`src/rtl/rr_fifo_merger_pkg.sv`:
```
// Shared types and helpers for the round-robin FIFO merger.
package rr_fifo_merger_pkg;

   localparam int unsigned SRC_IDX_W = 4;
   localparam int unsigned DATA_W    = 32;
   localparam int unsigned MAX_SRC   = 16;

   typedef enum logic {
      IDLE  = 1'b0,
      GRANT = 1'b1
   } state_e;

   typedef struct packed {
      logic                 hit;
      logic [SRC_IDX_W-1:0] idx;
   } pick_t;

   // First requesting index after 'last', wrapping at n; indices past n are
   // revisits and never change an earlier hit.
   function automatic pick_t next_rr(input logic [MAX_SRC-1:0]   req,
                                     input logic [SRC_IDX_W-1:0] last,
                                     input int unsigned          n);
      pick_t                res;
      int unsigned          cand;
      logic [SRC_IDX_W-1:0] cand_idx;
      res = '0;
      for (int unsigned k = 1; k <= MAX_SRC; k++) begin
         cand     = (32'(last) + k) % n;
         cand_idx = SRC_IDX_W'(cand);
         if (!res.hit && req[cand_idx]) begin
            res.hit = 1'b1;
            res.idx = cand_idx;
         end
      end
      return res;
   endfunction

endpackage

```
`src/rtl/rr_fifo_merger_if.sv`:
```
// Source-side and consumer-side signals of the FIFO merger.
interface rr_fifo_merger_if
   import rr_fifo_merger_pkg::*;
#(
   parameter int unsigned N_SRC = 4
);

   logic [DATA_W*N_SRC-1:0] SRC_DATA;
   logic [N_SRC-1:0]        SRC_EMPTY;
   logic [N_SRC-1:0]        SRC_READ;
   logic                    FIFO_READ_NEXT_IN;
   logic                    FIFO_EMPTY_OUT;
   logic [DATA_W-1:0]       FIFO_DATA;
   logic [SRC_IDX_W-1:0]    CUR_SRC;
   logic [31:0]             WORD_COUNT;
   logic                    READ_ERROR;

   modport master (
      input  SRC_DATA,
      input  SRC_EMPTY,
      input  FIFO_READ_NEXT_IN,
      output SRC_READ,
      output FIFO_EMPTY_OUT,
      output FIFO_DATA,
      output CUR_SRC,
      output WORD_COUNT,
      output READ_ERROR
   );

   modport slave (
      output SRC_DATA,
      output SRC_EMPTY,
      output FIFO_READ_NEXT_IN,
      input  SRC_READ,
      input  FIFO_EMPTY_OUT,
      input  FIFO_DATA,
      input  CUR_SRC,
      input  WORD_COUNT,
      input  READ_ERROR
   );

endinterface

```
`src/rtl/rr_fifo_merger_rr_pick.sv`:
```
// Combinational round-robin picker: request vector plus last-served index
// gives the next index to grant.
module rr_pick
   import rr_fifo_merger_pkg::*;
#(
   parameter int unsigned N_SRC = 4
) (
   input  logic [N_SRC-1:0]     req_i,
   input  logic [SRC_IDX_W-1:0] last_i,
   output logic [SRC_IDX_W-1:0] grant_o,
   output logic                 hit_o
);

   logic [MAX_SRC-1:0] req_ext;
   pick_t              pick;

   always_comb begin
      req_ext             = '0;
      req_ext[N_SRC-1:0]  = req_i;
      pick                = next_rr(req_ext, last_i, N_SRC);
   end

   assign grant_o = pick.idx;
   assign hit_o   = pick.hit;

endmodule

```
`src/rtl/rr_fifo_merger.sv`:
```
// Merges N FWFT sources into one FWFT 32-bit stream with round-robin,
// burst-limited grants and a single output register.
module rr_fifo_merger
   import rr_fifo_merger_pkg::*;
#(
   parameter int unsigned N_SRC     = 4,
   parameter int unsigned MAX_BURST = 16
) (
   input logic              BUS_CLK,
   input logic              RST,
   rr_fifo_merger_if.master bus
);

   localparam int unsigned          BURST_W   = $clog2(MAX_BURST + 1);
   localparam logic [BURST_W-1:0]   LAST_BEAT = BURST_W'(MAX_BURST - 1);
   localparam logic [SRC_IDX_W-1:0] LAST_RST  = SRC_IDX_W'(N_SRC - 1);

   state_e               state_q;
   logic [SRC_IDX_W-1:0] cur_src_q;
   logic [SRC_IDX_W-1:0] last_q;
   logic [BURST_W-1:0]   burst_q;

   logic [DATA_W-1:0]    data_q,       data_d;
   logic                 empty_q,      empty_d;
   logic [31:0]          word_count_q, word_count_d;
   logic                 rd_err_q,     rd_err_d;

   logic [SRC_IDX_W-1:0] pick_idx;
   logic                 pick_hit;
   logic [MAX_SRC-1:0]   src_empty_ext;
   logic                 cur_empty;
   logic                 out_free;
   logic                 pop;
   logic                 end_grant;
   logic [DATA_W-1:0]    sel_data;
   logic [N_SRC-1:0]     src_read;

   rr_pick #(
      .N_SRC (N_SRC)
   ) u_pick (
      .req_i   (~bus.SRC_EMPTY),
      .last_i  (last_q),
      .grant_o (pick_idx),
      .hit_o   (pick_hit)
   );

   // Out-of-range indices read as empty, so a bad grant can never pop.
   always_comb begin
      src_empty_ext             = '1;
      src_empty_ext[N_SRC-1:0]  = bus.SRC_EMPTY;
      cur_empty                 = src_empty_ext[cur_src_q];
      out_free                  = empty_q | bus.FIFO_READ_NEXT_IN;
      pop                       = (state_q == GRANT) && out_free && !cur_empty && !RST;
      end_grant                 = (pop && (burst_q == LAST_BEAT)) || (out_free && cur_empty);
   end

   always_comb begin
      sel_data = '0;
      src_read = '0;
      for (int unsigned i = 0; i < N_SRC; i++) begin
         if (cur_src_q == SRC_IDX_W'(i)) begin
            sel_data    = bus.SRC_DATA[DATA_W*i +: DATA_W];
            src_read[i] = pop;
         end
      end
   end

   always_ff @(posedge BUS_CLK) begin
      if (RST) begin
         state_q   <= IDLE;
         cur_src_q <= '0;
         last_q    <= LAST_RST;
         burst_q   <= '0;
      end else begin
         unique case (state_q)
            IDLE: begin
               if (pick_hit) begin
                  cur_src_q <= pick_idx;
                  burst_q   <= '0;
                  state_q   <= GRANT;
               end
            end
            GRANT: begin
               if (pop) begin
                  burst_q <= burst_q + BURST_W'(1);
               end
               if (end_grant) begin
                  last_q  <= cur_src_q;
                  state_q <= IDLE;
               end
            end
            default: state_q <= IDLE;
         endcase
      end
   end

   always_comb begin
      data_d       = data_q;
      empty_d      = empty_q;
      word_count_d = word_count_q;
      rd_err_d     = rd_err_q;
      if (pop) begin
         data_d  = sel_data;
         empty_d = 1'b0;
      end else if (bus.FIFO_READ_NEXT_IN) begin
         empty_d = 1'b1;
      end
      if (bus.FIFO_READ_NEXT_IN && !empty_q && (word_count_q != '1)) begin
         word_count_d = word_count_q + 32'd1;
      end
      if (bus.FIFO_READ_NEXT_IN && empty_q) begin
         rd_err_d = 1'b1;
      end
   end

   always_ff @(posedge BUS_CLK) begin
      if (RST) begin
         data_q       <= '0;
         empty_q      <= 1'b1;
         word_count_q <= '0;
         rd_err_q     <= 1'b0;
      end else begin
         data_q       <= data_d;
         empty_q      <= empty_d;
         word_count_q <= word_count_d;
         rd_err_q     <= rd_err_d;
      end
   end

   assign bus.SRC_READ       = src_read;
   assign bus.FIFO_EMPTY_OUT = empty_q;
   assign bus.FIFO_DATA      = data_q;
   assign bus.CUR_SRC        = cur_src_q;
   assign bus.WORD_COUNT     = word_count_q;
   assign bus.READ_ERROR     = rd_err_q;

endmodule

```
`src/flat_wrapper.sv`:
```
// flat-port wrapper written by rule: the top's interface ports become plain ports
module rr_fifo_merger_flat import rr_fifo_merger_pkg::*;
#(
   parameter int unsigned N_SRC     = 4,
   parameter int unsigned MAX_BURST = 16
)
  (BUS_CLK, RST, bus_SRC_DATA, bus_SRC_EMPTY, bus_FIFO_READ_NEXT_IN, bus_SRC_READ, bus_FIFO_EMPTY_OUT, bus_FIFO_DATA, bus_CUR_SRC, bus_WORD_COUNT, bus_READ_ERROR);
  rr_fifo_merger_if #(.N_SRC(N_SRC)) bus_i ();
  input logic BUS_CLK;
  input logic RST;
  input wire logic [$bits(bus_i.SRC_DATA)-1:0] bus_SRC_DATA;
  input wire logic [$bits(bus_i.SRC_EMPTY)-1:0] bus_SRC_EMPTY;
  input wire logic [$bits(bus_i.FIFO_READ_NEXT_IN)-1:0] bus_FIFO_READ_NEXT_IN;
  output wire logic [$bits(bus_i.SRC_READ)-1:0] bus_SRC_READ;
  output wire logic [$bits(bus_i.FIFO_EMPTY_OUT)-1:0] bus_FIFO_EMPTY_OUT;
  output wire logic [$bits(bus_i.FIFO_DATA)-1:0] bus_FIFO_DATA;
  output wire logic [$bits(bus_i.CUR_SRC)-1:0] bus_CUR_SRC;
  output wire logic [$bits(bus_i.WORD_COUNT)-1:0] bus_WORD_COUNT;
  output wire logic [$bits(bus_i.READ_ERROR)-1:0] bus_READ_ERROR;
  assign bus_i.SRC_DATA = bus_SRC_DATA;
  assign bus_i.SRC_EMPTY = bus_SRC_EMPTY;
  assign bus_i.FIFO_READ_NEXT_IN = bus_FIFO_READ_NEXT_IN;
  assign bus_SRC_READ = bus_i.SRC_READ;
  assign bus_FIFO_EMPTY_OUT = bus_i.FIFO_EMPTY_OUT;
  assign bus_FIFO_DATA = bus_i.FIFO_DATA;
  assign bus_CUR_SRC = bus_i.CUR_SRC;
  assign bus_WORD_COUNT = bus_i.WORD_COUNT;
  assign bus_READ_ERROR = bus_i.READ_ERROR;
  rr_fifo_merger #(.N_SRC(N_SRC), .MAX_BURST(MAX_BURST)) u_core (.BUS_CLK(BUS_CLK), .RST(RST), .bus(bus_i));
endmodule
```
`config.mk`:
```
export PLATFORM = sky130hd
export DESIGN_NAME = rr_fifo_merger_flat
export DESIGN_NICKNAME = d
export VERILOG_FILES = /design/src/rtl/rr_fifo_merger_pkg.sv /design/src/rtl/rr_fifo_merger_if.sv /design/src/rtl/rr_fifo_merger_rr_pick.sv /design/src/rtl/rr_fifo_merger.sv /design/src/flat_wrapper.sv
export SDC_FILE = /design/constraint.sdc
export NUM_CORES = 1
export LEC_CHECK = 0
export BUFFER_PORTS_ARGS = -buffer_cell sky130_fd_sc_hd__buf_2
export CORE_MARGIN = 1.5
export CORE_UTILIZATION = 30
export DETAILED_ROUTE_END_ITERATION = 10
export PLACE_DENSITY = 0.66
export SLEW_MARGIN = 30
export SYNTH_ARGS = -nofsm -noshare
export SYNTH_HDL_FRONTEND = slang
export SYNTH_SLANG_ARGS = --single-unit
```
`constraint.sdc`:
```
create_clock -name BUS_CLK -period 2.1 [get_ports BUS_CLK]
set_input_delay 0.21 -clock BUS_CLK [delete_from_list [all_inputs] [get_ports BUS_CLK]]
set_output_delay 0.21 -clock BUS_CLK [all_outputs]
set_load 0.005 [all_outputs]
```
==> results.md, run 1 <==
| Metric | Reported |
| --- | --- |
| Outcome | completed |
| Initial antenna violation count | 0 |
| Crit path buf inv count | 1 |
| Cell count after placement | 877 |
| Post-route ant nets | 0 |
| Floorplan die width | 124 µm |
| Vert. Die Dim | 124 µm |
| Port buffer count | 206 |
| H-tree lvl count | 3 |
| Peak fanout along the critical path | 7 |
| Crit start category | register |
| Placer Congestion | 0.793 |
| Leakage Power | 2.63 nW |
| Number of synthesized flops with an enable pin | 0 |
| Number of setup violations in the final report | 0 |
| Setup Crit Path Kind | reg2out |
| Clock-pin transition on the worst setup and hold timing paths | 0.06 ns |
| R2R Setup Slk | 0.09 ns |
| Headroom to the max-slew limit | 53.6% |
| Critical R2R Launch | u_core.bus.WORD_COUNT[6]$_SDFFE_PP0P_ |
| Clock latency on the worst-skew pair | 0.34 ns |
| Routed via count divided by cell count | 5.18 |
| Number of distinct standard cells referenced by the synthesized netlist | 51 |
| CP startpoint | u_core.bus.CUR_SRC[1]$_SDFFE_PP0P_ |
| Final-report hold violation count | 0 |
| Slowest library cell on the worst path | mux4_2 |
| Total number of vias | 4,628 |
| Final critical-path required period | 2.05 ns |
| Synthesis Warnings | 0 |
| Async S/R FF share, synth | 0% |
| Placed instance area | 5860 µm² |
| Die ar. | 15,400 µm² |
| Final slew viol count | 0 |
| Peak per-stage delay on the critical path | 0.52 ns |
| Average routed wire per standard cell | 15.7 µm |
| Hold-fix buffers, CTS | 0 |
| TritonCTS clock tree | yes |
| Tcrit/Tclk final | 97.5% |
| Maximum clock path buffer count | 2 |
| Clock tree root buffer cell | clkbuf_16 |
| Global-route wire length before repair | 21.4 mm |
| F_max | 488 MHz |
| Power per cell area | 595 nW/µm² |
| Number of sinks handled by clock tree synthesis | 76 |
| Final layout net count | 843 |
| Clk_skew | 0.00674 ns |
| Worst hold start | bus_FIFO_READ_NEXT_IN |
| Cell class contributing the biggest share of worst-path delay | multiplexers |
| All-layer global routing usage | 18.2% |
| Transition time at the pin with the least slew margin | 0.696 ns |
| Post-detailed-placement half-perimeter wirelength | 10.6 mm |
| Iteration-0 DRC Markers | 237 |
| Std-Cell Rows | 44 |
| Type of the most critical hold path | in2reg |
| Final global-route overflow total | 0 |
| Share of the yosys chip area belonging to registers | 34.5% |
| Core region area | 14,400 µm² |
| Mapped Area | 4400 µm² |
| Cell Count, Final, Fillers Out | 893 |
| Design Area, Final | 6210 µm² |
| Starting Density | 30.5% |
| Area growth from synthesis to layout | 41.1% |
| CP endpoint kind | primary output |
| Maximum number of pins on one net before global-route repair | 40 |
| Main flop type after synthesis | dfxtp_1 |
| Total length of routed wires | 14.0 mm |
| Critical path arrival | 1.84 ns |
| Hold Crit Depth | 3 |
| Series of cell instances along the critical path | mux4_2 > or2_4 > nor4b_2 > buf_2 |
| Number of primary I/O pins | 209 |
| Flip-flop and latch count after synthesis | 76 |
| Synthesized instance count | 482 |
| Endpoint of the worst-slack reg-to-reg timing path | u_core.bus.WORD_COUNT[18]$_SDFFE_PP0P_ |
| Via count of the first global-routing pass | 4,221 |
| Share of post-route cells with drive strength above 1 | 46.9% |
| Required time of the worst setup path | 1.89 ns |
| IR drop worst, VDD | 0.000408 V |
| RSZ-0062 raised after global routing | true |
| Filler Cell Count | 1,445 |
| Detailed-router iteration count before antenna repair | 6 |
| Terminating pin of the worst hold path | u_core.bus.FIFO_EMPTY_OUT$_SDFFE_PP1P_ |
| Avg Cell Area, Syn | 9.14 µm² |
| Depth of the worst register-to-register path | 5 |
| Number of DRC violations after detailed routing | 0 |
| Inserted Clock Buffers | 9 |
| Max-capacitance violation count | 0 |
layout make-up:
cell class / instances / area (µm²) / share of cell area, %
Timing Repair Buffer: 250 / 1390 / 22.3
Tap cell: 184 / 230 / 3.70
Clock inverter: 3 / 15.0 / 0.242
Inverter: 12 / 45.0 / 0.725
Antenna cell: 1 / 2.50 / 0.0403
Sequential cell: 76 / 1520 / 24.5
Clock buffer: 11 / 243 / 3.91
Multi-Input combinational cell: 356 / 2770 / 44.6
cell usage after synthesis, types with 8 or more instances:
cell type	count	area (µm²)
dfxtp_1	76	1520
clkbuf_1	26	97.6
mux4_2	33	743
inv_1	11	41.3
mux2_2	15	169
nand3_1	14	70.1
nand2_1	79	297
o211ai_1	16	120
nor2b_1	19	119
or4_1	13	97.6
nand4_1	15	93.8
a211oi_1	8	60.1
nor2_1	24	90.1
a21oi_1	42	210
per-layer routing:
layer | global-route usage, % | vias to the layer above | part of all wire [%]
li1 | - | 2259 | -
met1 | 21.6 | 2192 | 41
met2 | 30.5 | 162 | 50
met3 | 7.28 | 15 | 8.1
met4 | 4.97 | 0 | 1.0
met5 | 0 | - | 0
logic make-up after synthesis:
family	Yosys count	synth area share [%]
muxes	51	21.4
xor gates and xnor gates	2	0.398
AOI/OAI and AO/OA	95	13.9
adders and majority gates	3	0.852
DFF	76	34.5
and+or+nand+nor	203	24.0
other	1	0.0851
buffers and inverters	51	4.89
worst max path at each step:
| stage | slack (ns) | cells past startpoint | to |
|---|---|---|---|
| finish | 0.05 | 4 | bus_SRC_READ[1] |
| global route | -0.02 | 4 | bus_SRC_READ[2] |
| CTS | 0.01 | 5 | bus_SRC_READ[3] |
| detailed placement | 0.07 | 5 | u_core.bus.WORD_COUNT[17]$_SDFFE_PP0P_ |
| global placement | 0.08 | 5 | u_core.bus.WORD_COUNT[17]$_SDFFE_PP0P_ |
| floorplan | 0.01 | 6 | u_core.bus.WORD_COUNT[16]$_SDFFE_PP0P_ |
tightest hold or removal path, cell delays in order:
cell and delay (ns):
buf_2 0.16, o22ai_1 0.09, nand2_1 0.05
per-stage QoR:
step	hold WS [ns]	util, %	TNS [ns]	power (mW)	worst slack [ns]
2_1_floorplan	0.344	-	0	2.03	0.00982
3_3_place_gp	0.439	40.6	0	2.33	0.0765
3_5_place_dp	0.444	40.6	0	2.33	0.0707
4_1_cts	0.192	42.6	0	3.76	0.0106
5_1_grt	0.237	43.1	-0.0423	3.90	-0.0162
6_report	0.213	43.1	0	3.70	0.0521
state kept, by name, indices dropped and copies added, names as in the netlist:
| register | count |
|---|---|
| u_core.bus.FIFO_DATA | 32 |
| u_core.state_q | 1 |
| u_core.bus.CUR_SRC | 2 |
| u_core.last_q | 2 |
| u_core.bus.READ_ERROR | 1 |
| u_core.bus.FIFO_EMPTY_OUT | 1 |
| u_core.burst_q | 5 |
| u_core.bus.WORD_COUNT | 32 |
layout by cell type, fill, tap and decap left out, drive strengths merged, types with 8 or more instances in the layout:
cell,instances
nor2,24
clkbuf,11
nand3,14
or4,14
o211ai,16
buf,250
dfxtp,76
a21oi,42
mux4,33
nand4,15
inv,11
nor2b,19
a211oi,8
nand2,79
mux2,15
power breakdown:
| part | internal (mW) | leakage [nW] | switching, mW | total [mW] |
|---|---|---|---|---|
| clock | 0.812 | 0.131 | 0.574 | 1.39 |
| sequential | 1.51 | 0.618 | 0.0456 | 1.56 |
| combinational | 0.403 | 1.88 | 0.347 | 0.750 |
| total | 2.73 | 2.63 | 0.967 | 3.70 |
repair_timing:
action                                  4_1_cts  5_1_grt
cloned                                        0        0
resized for setup                             3       13
pin swaps                                     0        1
endpoints found under the setup margin        3       13
buffers inserted                              1        0
Note: power is estimated with default switching activity, not from simulation.
==> run 2: changes to the inputs <==
- PLACE_DENSITY: 0.66 -> 0.64
- clock period: 2.1 -> 2.7 ns (I/O delays scaled with it)
==> run 2 against run 1 <==
Against the previous run:
- total power down 23%
- first-iteration DRC count is 27% lower
- largest cell class unchanged
- final area decreased by 5.8%
- worst hold slack improved by 0.072 ns
- utilization decreased by 2.5 points
- via count shrank 2.5%
- final cell count shrank 3.6%
- register-to-register slack better by 0.36 ns
- sequential share of layout area rose by 1.5 points
==> results.md, run 2 (synthesis results as in run 1) <==
| Metric | Reported | Delta |
| --- | --- | --- |
| Outcome | completed |  |
| Floorplan die width | 124 µm | unchanged |
| Clock latency on the worst-skew pair | 0.34 ns | about the same |
| Final global-route overflow total | 0 | unchanged |
| Global routing met2 resource utilization | 30.1% | -0.38 points |
| Max-capacitance violation count | 0 | unchanged |
| Maximum clock path buffer count | 2 | unchanged |
| Tcrit/Tclk final | 88.3% |  |
| Placer Congestion | 0.798 | +0.59% |
| Starting Density | 30.5% | unchanged |
| Leakage Power | 2.45 nW | -6.8% |
| Detailed-router iteration count before antenna repair | 4 | -2 |
| Final-report hold violation count | 0 | unchanged |
| Final critical-path required period | 2.38 ns |  |
| Fin Setup TNS | 0 ns | unchanged |
| Gr busiest metal | met2 |  |
| Number of primary I/O pins | 209 | unchanged |
| Iteration-0 DRC Markers | 173 | -27% |
| H-tree lvl count | 3 | unchanged |
| Total number of vias | 4,511 | -2.5% |
| Average routed wire per standard cell | 16.3 µm | +3.7% |
| Met3 track utilization from global routing | 7.69% | +0.41 points |
| Number of DRC violations after detailed routing | 0 | unchanged |
| Critical R2R Launch | u_core.bus.WORD_COUNT[11]$_SDFFE_PP0P_ |  |
| Global-route wire length before repair | 21.6 mm | +0.81% |
| Hold Slack | 0.285 ns | +0.0720 ns |
| Core region area | 14,400 µm² | unchanged |
| Peak fanout along the critical path | 6 | -1 |
| Vert. Die Dim | 124 µm | unchanged |
| Number of sinks handled by clock tree synthesis | 76 | unchanged |
| All-layer global routing usage | 18.4% | +0.15 points |
| Transition time at the pin with the least slew margin | 0.660 ns | -0.0367 ns |
| Final layout net count | 812 | -3.7% |
| Post-detailed-placement half-perimeter wirelength | 10.4 mm | -1.5% |
| Worst hold start | bus_FIFO_READ_NEXT_IN |  |
| Most common cell after layout, fill and taps aside | buf_2 |  |
| Quantity of gates resized following cts | 0 | -3 |
| Std-Cell Rows | 44 | unchanged |
| Clk_skew | 0.00309 ns | -0.00365 ns |
| Die ar. | 15,400 µm² | unchanged |
| Met1 usage | 21.8% | +0.16 points |
| Hold-fix buffers, CTS | 0 | unchanged |
| Filler Cell Count | 1,497 | +3.6% |
| Headroom to the max-slew limit | 56.0% | +2.4 points |
| Clock-pin transition on the worst setup and hold timing paths | 0.06 ns | about the same |
| Setup Crit Path Kind | reg2out |  |
| Commonest cells after routing, fill and taps aside | buf_2, nand2_1, dfxtp_1 |  |
| Flip-flop and latch area | 1520 µm² | unchanged |
| Inserted Clock Buffers | 9 | unchanged |
| TritonCTS clock tree | yes |  |
| Final slew viol count | 0 | unchanged |
| Via count of the first global-routing pass | 4,261 | +0.95% |
| Maximum number of pins on one net before global-route repair | 40 | unchanged |
| R2R Setup Slk | 0.45 ns | +0.36 ns |
| RSZ-0062 raised after global routing | false |  |
| Crit start category | register |  |
| Initial antenna violation count | 1 | +1 |
| Endpoint of the worst-slack reg-to-reg timing path | u_core.bus.WORD_COUNT[15]$_SDFFE_PP0P_ |  |
| Terminating pin of the worst hold path | u_core.bus.FIFO_EMPTY_OUT$_SDFFE_PP1P_ |  |
| CP endpoint kind | primary output |  |
| Area taken by multi-input logic gates | 2670 µm² | -3.4% |
| Port buffer count | 206 | unchanged |
| Type of the most critical hold path | in2reg |  |
| IR drop worst, VDD | 0.000410 V | +0.49% |
| Share of post-route cells with drive strength above 1 | 42.4% | -4.5 points |
| Power per cell area | 487 nW/µm² | -18% |
| Critical path arrival | 2.11 ns | +0.27 ns |
| Area growth from synthesis to layout | 32.9% |  |
| Total length of routed wires | 14.0 mm | about the same |
| Cell count after placement | 847 | -3.4% |
| Hold Crit Depth | 3 | unchanged |
| Clock tree root buffer cell | clkbuf_16 |  |
| Depth of the worst register-to-register path | 4 | -1 |
| Required time of the worst setup path | 2.43 ns | +0.54 ns |
| Setup Fix Bufs, Post-CTS | 0 | -1 |
| Cell Count, Final, Fillers Out | 861 | -3.6% |
| Number of setup violations in the final report | 0 | unchanged |
| Routed via count divided by cell count | 5.24 | +1.1% |
| Post-route ant nets | 0 | unchanged |
| F_max | 419 MHz |  |
run 2: cell types whose count changed in the layout (fill, tap and decap cells not counted), moves of 2 or more:
cell	previous run	this run
a211oi_2	2	0
nor4_1	2	7
nor4b_1	0	2
buf_12	2	0
buf_4	42	13
a211oi_1	6	8
a2111oi_2	3	1
nor4_2	5	0
a2111oi_0	0	2
clkinv_2	3	0
run 2: worst max-delay path, stage by stage, from the launching register on:
cell and delay [ns]:
dfxtp_2 0.33, mux4_2 0.56, or2_2 0.35, nor4b_1 0.35, buf_2 0.19
run 2: worst max-delay path by stage:
stage / endpoint / cells past startpoint / from / slack (ns)
6_report: bus_SRC_READ[2] / 4 / u_core.bus.CUR_SRC[1]$_SDFFE_PP0P_ / 0.32
5_1_grt: bus_SRC_READ[2] / 4 / u_core.bus.CUR_SRC[1]$_SDFFE_PP0P_ / 0.16
4_1_cts: bus_SRC_READ[2] / 4 / u_core.bus.CUR_SRC[1]$_SDFFE_PP0P_ / 0.26
3_5_place_dp: u_core.bus.WORD_COUNT[15]$_SDFFE_PP0P_ / 4 / u_core.bus.WORD_COUNT[11]$_SDFFE_PP0P_ / 0.48
3_3_place_gp: u_core.bus.WORD_COUNT[30]$_SDFFE_PP0P_ / 5 / u_core.bus.WORD_COUNT[0]$_SDFFE_PP0P_ / 0.53
2_1_floorplan: u_core.bus.WORD_COUNT[30]$_SDFFE_PP0P_ / 6 / u_core.bus.WORD_COUNT[0]$_SDFFE_PP0P_ / 0.57
run 2: layer usage:
| metal | vias up | wire length (µm) |
|---|---|---|
| met4 | 0 | 153 |
| met5 | - | 0 |
| met3 | 14 | 1290 |
| met1 | 2125 | 5490 |
| li1 | 2189 | - |
| met2 | 183 | 7070 |
run 2: power by group:
part | leakage [nW] | switching, mW | internal (mW)
registers | 0.618 | 0.0345 | 1.18
clock network | 0.120 | 0.456 | 0.628
logic | 1.71 | 0.265 | 0.290
run 2: area by class of cell:
cell class | count | area share (%)
inverters | 12 | 0.770
multi-input cells | 356 | 45.7
clock buffers | 12 | 4.21
well taps | 184 | 3.93
flip-flops and latches | 76 | 26.0
repair buffers | 219 | 19.3
diodes | 2 | 0.0855
run 2: through the flow:
step / setup WS (ns) / power [mW] / cell area [µm²] / util, %
after CTS: 0.262 / 2.90 / 5850 / 40.5
final: 0.316 / 2.85 / 5850 / 40.6
after global routing: 0.161 / 3.00 / 5850 / 40.6
after detailed placement: 0.482 / 1.80 / 5600 / 38.8
after floorplan: 0.574 / 1.58 / 4410 / -
after global placement: 0.526 / 1.79 / 5600 / 38.8
==> run 3: changes to the inputs <==
- CORE_ASPECT_RATIO: default -> 0.6
==> run 3 against run 2 <==
Against the previous run:
- die area is 0.15% higher
- combinational power hardly changed
- via count shrank 0.40%
==> results.md, run 3 (synthesis results as in run 1) <==
| Metric | Reported | Delta |
| --- | --- | --- |
| TritonCTS clock tree | yes |  |
| Iteration-0 DRC Markers | 262 | +51% |
| Most common cell after layout, fill and taps aside | buf_2 |  |
| Detailed-router iteration count before antenna repair | 4 | unchanged |
| Required time of the worst setup path | 2.43 ns | about the same |
| Critical path arrival | 2.14 ns | +0.03 ns |
| Hold-fix buffers, CTS | 0 | unchanged |
| Via count of the first global-routing pass | 4,271 | +0.23% |
| R2R Setup Slk | 0.37 ns | -0.08 ns |
| Number of primary I/O pins | 209 | unchanged |
| Endpoint of the worst-slack reg-to-reg timing path | u_core.bus.WORD_COUNT[15]$_SDFFE_PP0P_ |  |
| Quantity of gates resized following cts | 0 | unchanged |
| Starting Density | 30.5% | about the same |
| Setup Crit Path Kind | reg2out |  |
| Clk_skew | 0.00586 ns | +0.00277 ns |
| Leakage Power | 2.49 nW | +1.6% |
| Gr busiest metal | met1 |  |
| F_max | 416 MHz | -0.95% |
| Final layout net count | 816 | +0.49% |
| Total power after layout | 2.94 mW | +3.3% |
| Total length of routed wires | 13.4 mm | -4.5% |
| Share of post-route cells with drive strength above 1 | 43.0% | +0.68 points |
| Met3 track utilization from global routing | 4.85% | -2.8 points |
| Final slew viol count | 0 | unchanged |
| ANT cells | 0 | -2 |
| Tcrit/Tclk final | 89.1% | +0.84 points |
| Clock-pin transition on the worst setup and hold timing paths | 0.06 ns | about the same |
| Type of the most critical hold path | in2reg |  |
| Placer Congestion | 0.817 | +2.4% |
| Depth of the worst register-to-register path | 4 | unchanged |
| Max-capacitance violation count | 0 | unchanged |
| Floorplan die width | 159 µm | +28% |
| H-tree lvl count | 3 | unchanged |
| CP startpoint | u_core.bus.CUR_SRC[1]$_SDFFE_PP0P_ |  |
| Crit start category | register |  |
| Peak fanout along the critical path | 13 | +7 |
| Final global-route overflow total | 0 | unchanged |
| Number of setup violations in the final report | 0 | unchanged |
| Clock tree root buffer cell | clkbuf_16 |  |
| Final critical-path required period | 2.41 ns | +0.0228 ns |
| Design Area, Final | 5930 µm² | +1.4% |
| Placed instance area | 5650 µm² | +0.85% |
| Global-route wire length before repair | 22.0 mm | +2.2% |
| All-layer global routing usage | 17.7% | -0.64 points |
| Fin Setup TNS | 0 ns | unchanged |
| Inserted Clock Buffers | 9 | unchanged |
| Transition time at the pin with the least slew margin | 0.678 ns | +0.0187 ns |
| Clock latency on the worst-skew pair | 0.33 ns | about the same |
| RSZ-0062 raised after global routing | false |  |
| Routed via count divided by cell count | 5.10 | -2.7% |
| Total number of vias | 4,493 | -0.40% |
| CP endpoint kind | primary output |  |
| Area growth from synthesis to layout | 34.7% |  |
| Port buffer count | 206 | unchanged |
| Critical Path Sink | bus_SRC_READ[1] |  |
| Maximum number of pins on one net before global-route repair | 40 | unchanged |
| IR drop worst, VDD | 0.000237 V | -42% |
| Power per cell area | 496 nW/µm² | +1.9% |
| Std-Cell Rows | 34 | -23% |
| Setup Fix Bufs, Post-CTS | 0 | unchanged |
| Outcome | completed |  |
| Headroom to the max-slew limit | 54.3% | -1.7 points |
| Post-route ant nets | 0 | unchanged |
| Filler Cell Count | 1,486 | -0.73% |
| Met1 usage | 26.3% | +4.6 points |
| Initial antenna violation count | 0 | -1 |
| Final-report hold violation count | 0 | unchanged |
| Global routing met2 resource utilization | 25.4% | -4.7 points |
| Vert. Die Dim | 96.9 µm | -22% |
| Die ar. | 15,400 µm² | +0.15% |
| Core region area | 14,400 µm² | about the same |
| Maximum clock path buffer count | 2 | unchanged |
| Post-detailed-placement half-perimeter wirelength | 10.2 mm | -2.4% |
| Critical R2R Launch | u_core.bus.WORD_COUNT[11]$_SDFFE_PP0P_ |  |
| Average routed wire per standard cell | 15.2 µm | -6.7% |
| Commonest cells after routing, fill and taps aside | buf_2, nand2_1, dfxtp_1 |  |
| Number of DRC violations after detailed routing | 0 | unchanged |
| Number of sinks handled by clock tree synthesis | 76 | unchanged |
| Worst hold start | bus_FIFO_READ_NEXT_IN |  |
run 3: changes by cell type in the layout (fill, tap and decap cells not counted), sizes merged:
cell      change
buf           +4
bufinv        +1
clkinvlp      +1
diode         -2
clkbuf        -1
clkinv        +3
run 3: critical path, cell delays in order, from the launching register on:
cell	delay, ns
dfxtp_2	0.34
mux4_2	0.59
or2_2	0.46
nor4b_1	0.26
buf_2	0.16
run 3: worst min-delay path by stage:
stage	endpoint	depth (start not counted)
after global routing	u_core.bus.CUR_SRC[0]$_SDFFE_PP0P_	3
after detailed placement	u_core.bus.FIFO_DATA[26]$_SDFFE_PP0P_	2
final	u_core.bus.FIFO_EMPTY_OUT$_SDFFE_PP1P_	3
after CTS	u_core.bus.FIFO_EMPTY_OUT$_SDFFE_PP1P_	3
after global placement	u_core.bus.FIFO_DATA[17]$_SDFFE_PP0P_	2
after floorplan	u_core.bus.FIFO_EMPTY_OUT$_SDFFE_PP1P_	2
run 3: layout make-up:
class | count | area (µm²) | area share, %
multi-input cells | 356 | 2670 | 45.1
flip-flops and latches | 76 | 1520 | 25.7
repair buffers | 223 | 1160 | 19.5
well taps | 198 | 248 | 4.17
clock buffers | 11 | 233 | 3.92
clock inverters | 5 | 52.6 | 0.886
inverters | 12 | 45.0 | 0.759
run 3: report_power, final:
group          switching, mW  internal, mW
sequential            0.0344          1.18
combinational          0.264         0.291
clock                  0.465         0.712
run 3: stage by stage:
step / cells / setup WS (ns) / hold slack, ns / utilization (%)
final: 881 / 0.293 / 0.304 / 41.2
after global routing: 881 / 0.139 / 0.315 / 41.2
after global placement: 865 / 0.495 / 0.441 / 39.2
after detailed placement: 865 / 0.403 / 0.443 / 39.2
after floorplan: 483 / 0.574 / 0.404 / -
after CTS: 881 / 0.285 / 0.281 / 41.2
run 3: routing by layer:
metal  vias to the layer above  routed length [µm]
met5                         -                   0
met3                         4                 887
li1                       2207                   -
met1                      2123                6940
met4                         0                  46
met2                       159                5510
